### config.mk
export PLATFORM = sky130hd
export DESIGN_NAME = wireframe_line_drawer
export DESIGN_NICKNAME = d
export VERILOG_FILES = /design/src/rtl/wireframe_line_drawer.sv
export SDC_FILE = /design/constraint.sdc
export NUM_CORES = 1
export LEC_CHECK = 0
export CORE_MARGIN = 2
export CORE_UTILIZATION = 50
export DETAILED_ROUTE_END_ITERATION = 16
export PLACE_DENSITY = 0.67
export SYNTH_ARGS = -nofsm -noshare
export SYNTH_HDL_FRONTEND = slang
export SYNTH_SLANG_ARGS = --single-unit
### constraint.sdc
create_clock -name clk -period 5.45 [get_ports clk]
set_input_delay 1.09 -clock clk [delete_from_list [all_inputs] [get_ports clk]]
set_output_delay 1.09 -clock clk [all_outputs]
set_load 0.05 [all_outputs]
### src/rtl/wireframe_line_drawer.sv
// Bresenham line rasteriser and frame clearer driving the wireframe SRAM write port.
// One pixel (or clear word) per clock; SRAM rows have a stride of WIDTH+1 for the parity column.
module wireframe_line_drawer #(
  parameter int WIDTH  = 640,
  parameter int HEIGHT = 480,
  parameter int ADDR_W = 19,
  parameter int XY_W   = 10
) (
  input  logic              clk,
  input  logic              rst,
  input  logic              cmd_valid,
  output logic              cmd_ready,
  input  logic [XY_W-1:0]   x0,
  input  logic [XY_W-1:0]   y0,
  input  logic [XY_W-1:0]   x1,
  input  logic [XY_W-1:0]   y1,
  input  logic              clear_req,
  output logic              busy,
  output logic              done,
  output logic              done_err,
  output logic              sram_write_en,
  output logic              sram_data_in,
  output logic [ADDR_W-1:0] sram_addr
);

  localparam int EW = XY_W + 2;
  localparam logic [ADDR_W-1:0] ROW_A   = ADDR_W'(WIDTH + 1);
  localparam logic [ADDR_W-1:0] LAST_A  = ADDR_W'((WIDTH + 1) * HEIGHT - 1);
  localparam logic [XY_W:0]     WIDTH_L  = (XY_W + 1)'(WIDTH);
  localparam logic [XY_W:0]     HEIGHT_L = (XY_W + 1)'(HEIGHT);

  typedef enum logic [2:0] {S_IDLE, S_SETUP, S_DRAW, S_CLEAR, S_DONE} state_t;

  function automatic logic signed [EW-1:0] abs_diff(input logic [XY_W-1:0] a,
                                                     input logic [XY_W-1:0] b);
    logic [XY_W-1:0] d;
    d = (a >= b) ? (a - b) : (b - a);
    return $signed({2'b00, d});
  endfunction

  state_t state;

  logic [XY_W-1:0]        lx0, ly0, lx1, ly1;
  logic [XY_W-1:0]        cx, cy;
  logic signed [EW-1:0]   dx, dy, err;
  logic                   sx_neg, sy_neg;

  logic                   range_bad;
  logic [ADDR_W-1:0]      addr0;
  logic signed [EW-1:0]   dx0, dy0;

  logic signed [EW:0]     e2, dx_w, dy_w;
  logic                   step_x, step_y, at_end;
  logic signed [EW-1:0]   err_next;
  logic [XY_W-1:0]        x_next, y_next;
  logic [ADDR_W-1:0]      addr_next;

  // Setup: range check and Bresenham initial terms from the latched endpoints
  always_comb begin
    range_bad = ({1'b0, lx0} >= WIDTH_L)  || ({1'b0, lx1} >= WIDTH_L) ||
                ({1'b0, ly0} >= HEIGHT_L) || ({1'b0, ly1} >= HEIGHT_L);
    addr0     = ADDR_W'(ly0) * ROW_A + ADDR_W'(lx0);
    dx0       = abs_diff(lx1, lx0);
    dy0       = -abs_diff(ly1, ly0);
  end

  // Draw: both axis decisions use the error term from before this step
  always_comb begin
    e2       = {err, 1'b0};
    dx_w     = (EW + 1)'(dx);
    dy_w     = (EW + 1)'(dy);
    step_x   = (e2 >= dy_w);
    step_y   = (e2 <= dx_w);
    at_end   = (cx == lx1) && (cy == ly1);
    err_next = err;
    x_next   = cx;
    y_next   = cy;
    addr_next = sram_addr;
    if (step_x) begin
      err_next  = err_next + dy;
      x_next    = sx_neg ? (cx - 1'b1) : (cx + 1'b1);
      addr_next = sx_neg ? (addr_next - 1'b1) : (addr_next + 1'b1);
    end
    if (step_y) begin
      err_next  = err_next + dx;
      y_next    = sy_neg ? (cy - 1'b1) : (cy + 1'b1);
      addr_next = sy_neg ? (addr_next - ROW_A) : (addr_next + ROW_A);
    end
  end

  always_ff @(posedge clk or posedge rst) begin
    if (rst) begin
      state         <= S_IDLE;
      cmd_ready     <= 1'b1;
      busy          <= 1'b0;
      done          <= 1'b0;
      done_err      <= 1'b0;
      sram_write_en <= 1'b0;
      sram_data_in  <= 1'b0;
      sram_addr     <= '0;
    end else begin
      case (state)
        S_IDLE: begin
          if (clear_req) begin
            state         <= S_CLEAR;
            cmd_ready     <= 1'b0;
            busy          <= 1'b1;
            sram_write_en <= 1'b1;
            sram_data_in  <= 1'b0;
            sram_addr     <= '0;
          end else if (cmd_valid) begin
            state     <= S_SETUP;
            cmd_ready <= 1'b0;
            busy      <= 1'b1;
          end
        end
        S_SETUP: begin
          if (range_bad) begin
            state    <= S_DONE;
            done     <= 1'b1;
            done_err <= 1'b1;
          end else begin
            state         <= S_DRAW;
            sram_write_en <= 1'b1;
            sram_data_in  <= 1'b1;
            sram_addr     <= addr0;
          end
        end
        S_DRAW: begin
          if (at_end) begin
            state         <= S_DONE;
            sram_write_en <= 1'b0;
            done          <= 1'b1;
          end else begin
            sram_addr <= addr_next;
          end
        end
        S_CLEAR: begin
          if (sram_addr == LAST_A) begin
            state         <= S_DONE;
            sram_write_en <= 1'b0;
            done          <= 1'b1;
          end else begin
            sram_addr <= sram_addr + 1'b1;
          end
        end
        S_DONE: begin
          state     <= S_IDLE;
          done      <= 1'b0;
          done_err  <= 1'b0;
          busy      <= 1'b0;
          cmd_ready <= 1'b1;
        end
        default: state <= S_IDLE;
      endcase
    end
  end

  // Datapath registers carry no reset; they are always loaded before use
  always_ff @(posedge clk) begin
    case (state)
      S_IDLE: begin
        if (cmd_valid && !clear_req) begin
          lx0 <= x0;
          ly0 <= y0;
          lx1 <= x1;
          ly1 <= y1;
        end
      end
      S_SETUP: begin
        cx     <= lx0;
        cy     <= ly0;
        dx     <= dx0;
        dy     <= dy0;
        err    <= dx0 + dy0;
        sx_neg <= (lx1 < lx0);
        sy_neg <= (ly1 < ly0);
      end
      S_DRAW: begin
        cx  <= x_next;
        cy  <= y_next;
        err <= err_next;
      end
      default: ;
    endcase
  end

endmodule

==> impl_metrics.yaml, run 1 <==
run_status:
  outcome: "completed"
place:
  place_hpwl_um: 28800
  port_buffers: 68
  gp_congestion: 0.970
  dp_slack_ps: 394
  dp_cells: 1879
cts:
  clkLatencyLatePin_ps: 430
  ctsRootBufferMaster: "clkbuf_16"
  clockBufferDepth: 2
  cts_resized: 0
  cts_buffers: 17
  htreeDepth: 4
  cts_tree: "yes"
  cts_setup_buffers: 0
  cts.clk_slew.worst_paths_ps: 60
  hold_buffers: 0
  cts.sinks: 124
sta:
  drv_slew: 0
  setup_ws_ps: 334
  hold_viol: 0
  grt_setup_unrepaired: "no"
  fmax_mhz: 195
  timing.slew.headroom_pct: 22.6
  min_period_ps: 5120
  setup_viol: 0
  max_slew.worst_pin.slew_ps: 1150
  timing.setup.tns_ps: 0
  finalCritPeriodShare_pct: 93.9
  clock_skew_ps: 18.1
synth:
  synth-xor-area-share_pct: 8.79
  synth_ff_type: "edfxtp_1"
  synth_top_family_by_area: "adder cells"
  synth_cell_type_count: 75
  async_flop_share_pct: 22.6
  synthAdderAreaFrac_pct: 20.7
  synth_edf_count: 96
  syn-cell-area_sq_um: 13100
  syn_nets: 1754
  yosys.area.top_type: "edfxtp_1"
  synthMuxAreaShare_pct: 2.61
  syn_inst: 1502
  ys_seq_elements: 124
  synth-compound-area-share_pct: 19.1
  synth-seq-area-share_pct: 27.5
  synth-simple-area-share_pct: 15.9
  synth_top_area_share_pct: 22.1
  ys_warn_count: 0
  ys_top_cells_by_area: "edfxtp_1 (22%), ha_1 (19%), xnor2_1 (5.4%)"
  synth_area_per_cell_sq_um: 8.69
global_route:
  grt_usage_pct: 27.2
  antenna_found_initial: 0
  grt_pass1_vias: 10600
  grt_pass1_wl_um: 57200
  grt_overflow: 0
  grt_max_degree: 47
floorplan:
  core.rowCount: 59
  die_height_um: 166
  start_util_pct: 50.5
  core_region_area_sq_um: 25800
  die-area_sq_um: 27400
  fp.dieW_um: 166
  ioPinCount: 69
hold_path:
  hold_path.class: "reg -> reg"
finish:
  reg_top3: "sram_addr (19), dy (12), err (12)"
  nets: 1815
  diodes: 0
  layoutNonFillerInstCount: 1910
  largest_reg_flops: 19
  drive_gt1_share_pct: 6.10
  final_util_pct: 57.2
  syn2layout_area_growth_pct: 13.2
  regMostFlops: "sram_addr"
routing:
  ant_nets: 0
  drt_wl_total_um: 36600
  num_vias: 11300
  drc_errors: 0
  wl_per_cell_um: 19.2
  first_pass_iters: 6
  viasPerCell: 5.90
  drt-initial-drc-count: 771
critical_path:
  startpoint_type: "register"
  critPathArrivalTime_ps: 5360
  required_ps: 5690
  path_class: "reg -> reg"
  reg2reg_slack_ps: 330
  crit_path_max_fanout: 7
  crit_path_end_kind: "register"
job:
  cap_violations: 0
power_and_ir_drop:
  power_density_nw_per_um2: 619
  power.leakage_nw: 6.43
  ir_worst_vdd_mv: 0.350
-- synthesized netlist by cell type (8+ instances only) --
| cell | instances |
|---|---|
| nor2b_1 | 16 |
| ha_1 | 194 |
| inv_1 | 133 |
| a21oi_1 | 102 |
| o21a_1 | 13 |
| o21bai_1 | 14 |
| fa_1 | 14 |
| a31oi_1 | 9 |
| nor4_1 | 13 |
| clkbuf_1 | 44 |
| and3_1 | 17 |
| nand2_1 | 140 |
| and2_1 | 9 |
| o31ai_1 | 9 |
| nand2b_1 | 16 |
| a21boi_0 | 8 |
| xnor2_1 | 81 |
| o21ai_0 | 120 |
| nor3_1 | 45 |
| a21o_1 | 27 |
| nor2_1 | 81 |
| xor2_1 | 50 |
| nand3_1 | 31 |
| mux2_2 | 16 |
| a211oi_1 | 12 |
| dfrtp_1 | 27 |
| or3_1 | 12 |
| o211ai_1 | 12 |
| mux2i_1 | 16 |
| nand4_1 | 18 |
| edfxtp_1 | 96 |
-- critical path, stage by stage, from the launching register on --
cell and delay [ps]:
edfxtp_1 470, ha_1 430, a21oi_1 540, o31ai_2 290, nor2_4 300, mux2_2 380, ha_1 260, xnor2_1 240
ha_1 300, a21oi_1 210, o21ai_0 120, a21oi_1 220, o21ai_0 180, nand3_1 120, nand2_1 80, a21oi_1 220
mux2_2 360, a211oi_1 240
-- power by group --
part           total [mW]  switching [mW]  internal, mW
Combinational        6.15            3.66          2.48
Clock                1.17           0.454         0.717
Sequential           1.82           0.361          1.46
-- layout by cell type (no fill, tap or decap), types with 27 or more instances in the layout --
master / synthesis / final
edfxtp_1: 96 / 96
xor2_1: 50 / 50
ha_1: 194 / 194
nand3_1: 31 / 31
dfrtp_1: 27 / 27
o21ai_0: 120 / 119
clkdlybuf4s50_1: 0 / 68
a21o_1: 27 / 27
buf_4: 0 / 27
nor2_1: 81 / 80
xnor2_1: 81 / 81
inv_1: 133 / 133
a21oi_1: 102 / 102
nor3_1: 45 / 45
nand2_1: 140 / 140
-- cell type report --
type                            instances  area [sq um]
Clock buffer                           17           425
Multi-Input combinational cell       1192          8790
Timing Repair Buffer                   95           883
Inverter                              133           499
Tap cell                              335           419
Fill cell                            2343         11100
Clock inverter                         14           171
Sequential cell                       124          3580
-- per-stage QoR --
step	hold WS, ps	instance area, sq um	total power, mW
after floorplan	569	13100	6.30
after global routing	573	14800	9.90
after detailed placement	524	14200	7.86
after CTS	533	14800	9.08
after global placement	519	14200	7.77
final	529	14800	9.14
-- routing by layer --
metal	routed length, um	share of wire [%]	vias up	global-route usage (%)
met5	0	0	-	0
met4	1270	3.5	0	9.80
met3	2440	6.7	70	4.55
met2	16600	45	418	43.8
met1	16400	45	5219	36.8
li1	-	-	5555	-
-- cells by family (layout without fill, tap and decap cells) --
logic type,count (synthesis),count (layout)
AND/OR/NAND/NOR,425,425
XOR/XNOR,131,131
AO/OA/AOI/OAI,396,396
adder cells (fa/ha/maj),208,208
buffers and inverters,186,259
multiplexers,32,32
flip-flops,124,124
-- path summary, 6_finish.rpt --
path,depth (start not counted),to,from
max,17,err[11]$_DFFE_PN_,ly1[9]$_DFFE_PP_
max reg2reg,17,err[11]$_DFFE_PN_,ly1[9]$_DFFE_PP_
min in group asynchronous,3,sram_addr[18]$_DFFE_PP0P_,rst
max in group asynchronous,3,cmd_ready$_DFFE_PP1P_,rst
min,2,busy$_DFFE_PP0P_,busy$_DFFE_PP0P_
min reg2reg,2,busy$_DFFE_PP0P_,busy$_DFFE_PP0P_
Note: power is estimated with default switching activity, not from simulation.
==> inputs of run 2 (changes only) <==
--- a/config.mk
+++ b/config.mk
@@ -5,10 +5,12 @@
 export SDC_FILE = /design/constraint.sdc
 export NUM_CORES = 1
 export LEC_CHECK = 0
+export CELL_PAD_IN_SITES_DETAIL_PLACEMENT = 1
+export CELL_PAD_IN_SITES_GLOBAL_PLACEMENT = 1
 export CORE_MARGIN = 2
-export CORE_UTILIZATION = 50
+export CORE_UTILIZATION = 48
 export DETAILED_ROUTE_END_ITERATION = 16
-export PLACE_DENSITY = 0.67
+export PLACE_DENSITY = 0.82
 export SYNTH_ARGS = -nofsm -noshare
 export SYNTH_HDL_FRONTEND = slang
 export SYNTH_SLANG_ARGS = --single-unit
==> run 2 against run 1 <==
Net effect: via count is 5.5% higher; worst hold slack hardly changed; critical path depth is 1 higher; setup slack worse by 130 ps; die area is 4.1% higher; non-clock buffer count is 5 higher; sequential share of layout area is 0.051 points lower; largest cell class unchanged.
==> impl_metrics.yaml, run 2 (same netlist as run 1, synthesis figures left out) <==
sta:
  clock_skew_ps: 15.2
  min_period_ps: 5240
  grt_setup_unrepaired: "yes"
  setup_ws_ps: 207
  timing.slew.headroom_pct: 27.4
  max_slew.worst_pin.slew_ps: 1090
  hold_ws_ps: 528
  drv_slew: 0
  setup_viol: 0
  fmax_mhz: 191
  hold_viol: 0
  finalCritPeriodShare_pct: 96.2
global_route:
  grt_max_degree: 41
  grt_overflow: 0
  grt_usage_pct: 30.9
  grt_pass1_vias: 12500
  antenna_found_initial: 0
  grt_pass1_wl_um: 68700
cts:
  htreeDepth: 4
  clkLatencyLatePin_ps: 450
  cts_tree: "yes"
  clockBufferDepth: 2
  cts_buffers: 17
  hold_buffers: 0
  ctsRootBufferMaster: "clkbuf_16"
  cts.sinks: 124
  cts.clk_slew.worst_paths_ps: 70
routing:
  num_vias: 11900
  viasPerCell: 6.18
  wl_per_cell_um: 22.6
  drt_wl_total_um: 43500
  drc_errors: 0
  first_pass_iters: 5
  ant_nets: 0
  drt-initial-drc-count: 836
critical_path:
  startpoint_type: "register"
  worstPathCellList: "ha_1 -> a21o_1 -> or3_1 -> o211a_1 -> nor2_4 -> mux2_2 -> ha_1 -> ha_1 -> a21o_1 -> a21oi_1 -> o21ai_0 -> a21oi_1 -> o21ai_0 -> nand3_1 -> nand2_1 -> a21oi_1 -> mux2_2 -> a211oi_2"
  rr_worst_depth: 18
  required_ps: 5720
  crit_path_end_kind: "register"
  path_class: "reg -> reg"
  cpPeakStageDelay_ps: 450
  slowest_stage: "edfxtp_1"
  crit_path_max_fanout: 7
  critPathArrivalTime_ps: 5510
floorplan:
  die_height_um: 169
  ioPinCount: 69
  fp.dieW_um: 169
  core.rowCount: 60
  die-area_sq_um: 28500
  start_util_pct: 48.7
  core_region_area_sq_um: 26800
job:
  cap_violations: 0
power_and_ir_drop:
  ir_worst_vdd_mv: 0.250
  totalPowerFinal_mw: 9.47
  power.leakage_nw: 6.44
  power_density_nw_per_um2: 640
finish:
  final_cell_mix: "ha_1 (194), nand2_1 (140), inv_1 (133), o21ai_0 (120), a21oi_1 (101)"
  diodes: 0
  syn2layout_area_growth_pct: 13.4
  nets: 1820
  final_common_cell: "ha_1"
  largest_reg_flops: 19
  drive_gt1_share_pct: 6.71
  reg_top3: "sram_addr (19), dy (12), err (12)"
  fillers: 3107
  regMostFlops: "sram_addr"
hold_path:
  hold_depth: 2
  hold_path.class: "reg -> reg"
place:
  dp_slack_ps: 159
  port_buffers: 68
  place_hpwl_um: 33700
  gp_congestion: 0.905
run_status:
  outcome: "completed"
-- run 2: changes by cell type in the layout (fill, tap and decap cells not counted), moves of 2 or more --
| cell | delta |
|---|---|
| inv_6 | +3 |
| clkinv_1 | -2 |
| bufinv_16 | -2 |
| clkinv_4 | -2 |
| buf_4 | +5 |
| o21ai_1 | -2 |
-- run 2: final timing paths --
path	startpoint	end	slack, ps
worst max-delay path	ly1[5]$_DFFE_PP_	err[11]$_DFFE_PN_	210
worst min-delay path	busy$_DFFE_PP0P_	busy$_DFFE_PP0P_	530
worst max register to register	ly1[5]$_DFFE_PP_	err[11]$_DFFE_PN_	210
worst min register to register	busy$_DFFE_PP0P_	busy$_DFFE_PP0P_	530
max in group asynchronous	rst	cmd_ready$_DFFE_PP1P_	4070
min in group asynchronous	rst	sram_addr[16]$_DFFE_PP0P_	1050
-- run 2: routing by layer --
layer	track usage, %	up-vias	part of all wire (%)
met1	40.1	5867	44
met2	52.3	371	48
met3	3.51	88	4.4
li1	-	5552	-
met4	13.4	0	3.8
met5	0	-	0
-- run 2: what timing repair did --
action	4_1_cts	5_1_grt
endpoints found under the setup margin	0	3
buffers inserted	0	2
gates resized for setup	0	7
-- run 2: area by class of cell --
| class | count | area [sq um] | share of cell area, % |
|---|---|---|---|
| clock buffers | 17 | 425 | 2.87 |
| clock inverters | 14 | 136 | 0.921 |
| inverters | 133 | 499 | 3.37 |
| multi-input cells | 1192 | 8810 | 59.5 |
| flip-flops and latches | 124 | 3580 | 24.2 |
| well taps | 341 | 427 | 2.88 |
| repair buffers | 100 | 921 | 6.22 |
-- run 2: per-stage QoR --
| stage | cells | instance area, sq um | setup TNS [ps] | util, % |
|---|---|---|---|---|
| CTS | 1919 | 14800 | 0 | 55.1 |
| detailed placement | 1888 | 14200 | 0 | 53.0 |
| finish | 1921 | 14800 | 0 | 55.2 |
| global placement | 1888 | 14200 | 0 | 53.0 |
| floorplan | 1502 | 13100 | 0 | - |
| global route | 1921 | 14800 | -36.4 | 55.2 |
-- run 2: critical path, delay by kind of cell (launching register included) --
kind / cells / cell delay (ps)
AO/OA/AOI/OAI: 9 / 1960
multiplexers: 2 / 740
adder cells (fa/ha/maj): 3 / 1050
flip-flops: 1 / 450
AND/OR/NAND/NOR: 4 / 850
-- run 2: power by group --
group	switching, mW	internal (mW)	leakage (nW)
logic	3.97	2.52	4.95
clock network	0.510	0.634	0.261
registers	0.385	1.46	1.23
total	4.86	4.61	6.44
==> inputs of run 3 (changes only) <==
--- a/config.mk
+++ b/config.mk
@@ -7,10 +7,12 @@
 export LEC_CHECK = 0
 export CELL_PAD_IN_SITES_DETAIL_PLACEMENT = 1
 export CELL_PAD_IN_SITES_GLOBAL_PLACEMENT = 1
+export CORE_ASPECT_RATIO = 1.4
 export CORE_MARGIN = 2
-export CORE_UTILIZATION = 48
+export CORE_UTILIZATION = 40
 export DETAILED_ROUTE_END_ITERATION = 16
-export PLACE_DENSITY = 0.82
+export PLACE_DENSITY = 0.7
+export REMOVE_ABC_BUFFERS = 1
 export SYNTH_ARGS = -nofsm -noshare
 export SYNTH_HDL_FRONTEND = slang
 export SYNTH_SLANG_ARGS = --single-unit
==> run 3 against run 2 <==
Net effect: sequential cell count stayed put; power down 0.68%; critical path depth is the same; sequential share of layout area shrank 0.32 points; setup slack better by 80 ps; global-route usage fell by 5.1 points; final area rose by 1.3%; register-to-register slack improved by 80 ps; largest cell class unchanged.
==> impl_metrics.yaml, run 3 (same netlist as run 1, synthesis figures left out) <==
floorplan:
  core_region_area_sq_um: 32300
  core.rowCount: 78
  die-area_sq_um: 34100
  start_util_pct: 40.4
  fp.dieW_um: 157
  die_height_um: 218
  ioPinCount: 69
critical_path:
  reg2reg_from: "ly1[5]$_DFFE_PP_"
  crit_path_end_kind: "register"
  r2r_end: "err[11]$_DFFE_PN_"
  critPathArrivalTime_ps: 5420
  path_class: "reg -> reg"
  required_ps: 5710
  reg2reg_slack_ps: 290
  rr_worst_depth: 18
  cpPeakStageDelay_ps: 440
  crit_path_max_fanout: 7
  slowest_stage: "edfxtp_1"
  startpoint_type: "register"
  worstPathCellList: "ha_1 -> a21o_1 -> or3_1 -> o211a_4 -> nor2_4 -> mux2_2 -> ha_1 -> ha_1 -> a21o_1 -> a21oi_1 -> o21ai_0 -> a21oi_1 -> o21ai_0 -> nand3_1 -> nand2_1 -> a21oi_1 -> mux2_2 -> a211oi_1"
hold_path:
  hold_path.class: "reg -> reg"
  worstHoldEndpoint: "busy$_DFFE_PP0P_"
  min_from: "busy$_DFFE_PP0P_"
  hold_depth: 2
finish:
  syn2layout_area_growth_pct: 14.9
  final_util_pct: 46.4
  final_common_cell: "ha_1"
  reg_top3: "sram_addr (19), dy (12), err (12)"
  regMostFlops: "sram_addr"
  diodes: 0
  final_cell_mix: "ha_1 (194), nand2_1 (140), inv_1 (133), o21ai_0 (120), a21oi_1 (100)"
  nets: 1819
  drive_gt1_share_pct: 6.84
  largest_reg_flops: 19
cts:
  cts_setup_buffers: 0
  cts.sinks: 124
  ctsRootBufferMaster: "clkbuf_16"
  htreeDepth: 4
  clkLatencyLatePin_ps: 450
  clockBufferDepth: 2
  cts.clk_slew.worst_paths_ps: 60
  cts_buffers: 17
  cts_tree: "yes"
power_and_ir_drop:
  power_density_nw_per_um2: 627
  ir_worst_vdd_mv: 0.492
  power.leakage_nw: 6.49
routing:
  num_vias: 11500
  drt-initial-drc-count: 607
  wl_per_cell_um: 21.0
  viasPerCell: 5.68
  drt_wl_total_um: 42400
  ant_nets: 0
  first_pass_iters: 4
  drc_errors: 0
place:
  place_hpwl_um: 34000
  port_buffers: 68
  gp_congestion: 0.901
sta:
  fmax_mhz: 194
  min_period_ps: 5160
  timing.setup.tns_ps: 0
  grt_setup_unrepaired: "no"
  clock_skew_ps: 7.53
  timing.slew.headroom_pct: 11.6
  max_slew.worst_pin.slew_ps: 1320
  drv_slew: 0
  finalCritPeriodShare_pct: 94.7
  setup_viol: 0
  hold_viol: 0
global_route:
  grt_usage_pct: 25.8
  grt_max_degree: 51
  grt_overflow: 0
  antenna_found_initial: 1
  grt_pass1_vias: 12400
  grt_pass1_wl_um: 67400
job:
  cap_violations: 0
run_status:
  outcome: "completed"
==> run 3: critical path, delay by kind of cell, from the launching register on <==
family / cells / cell delay (ps)
and+or+nand+nor: 4 / 820
adders and majority gates: 3 / 1070
muxes: 2 / 750
AOI/OAI and AO/OA: 9 / 1910
DFF: 1 / 440
==> run 3: how the worst max path moves through the flow <==
stage	start	end	cells past startpoint
6_report	ly1[5]$_DFFE_PP_	err[11]$_DFFE_PN_	18
4_1_cts	ly1[0]$_DFFE_PP_	err[11]$_DFFE_PN_	20
2_1_floorplan	lx1[0]$_DFFE_PP_	err[11]$_DFFE_PN_	21
5_1_grt	ly0[5]$_DFFE_PP_	err[11]$_DFFE_PN_	19
3_3_place_gp	ly1[0]$_DFFE_PP_	err[11]$_DFFE_PN_	20
3_5_place_dp	ly1[0]$_DFFE_PP_	err[11]$_DFFE_PN_	20
==> run 3: stage by stage <==
stage	area, sq um	power [mW]	cells	hold WS, ps	worst slack (ps)
after global routing	15000	10.2	2020	571	9.74
after CTS	15000	9.42	2020	540	119
after floorplan	12800	6.21	1449	550	841
final	15000	9.41	2020	533	286
after global placement	14300	7.92	1988	516	346
after detailed placement	14300	8.13	1988	528	149
==> run 3: layout make-up <==
class                   instances  area, sq um
inverters                     133          499
repair buffers                 99          926
clock buffers                  21          470
multi-input cells            1192         8830
clock inverters                11          141
well taps                     440          551
flip-flops and latches        124         3580
fillers                      3774        17300
==> run 3: routing by layer <==
metal  share of wire, %  up-vias  GRT usage [%]
li1                   -     5550              -
met1                 41     5584           30.0
met2                 50      254           45.6
met3                3.0       95           3.36
met4                5.5        0           14.3
met5                  0        -              0
==> run 3: timing repair <==
item,4_1_cts,5_1_grt
gates resized for setup,0,8
hold buffers,0,0
endpoints found under the setup margin,0,4
==> run 3: power breakdown <==
| group | total [mW] | switching (mW) | internal (mW) | leakage [nW] |
|---|---|---|---|---|
| Sequential | 1.83 | 0.370 | 1.46 | 1.23 |
| Combinational | 6.38 | 3.86 | 2.52 | 4.96 |
| Clock | 1.20 | 0.448 | 0.751 | 0.295 |
| Total | 9.41 | 4.67 | 4.74 | 6.49 |
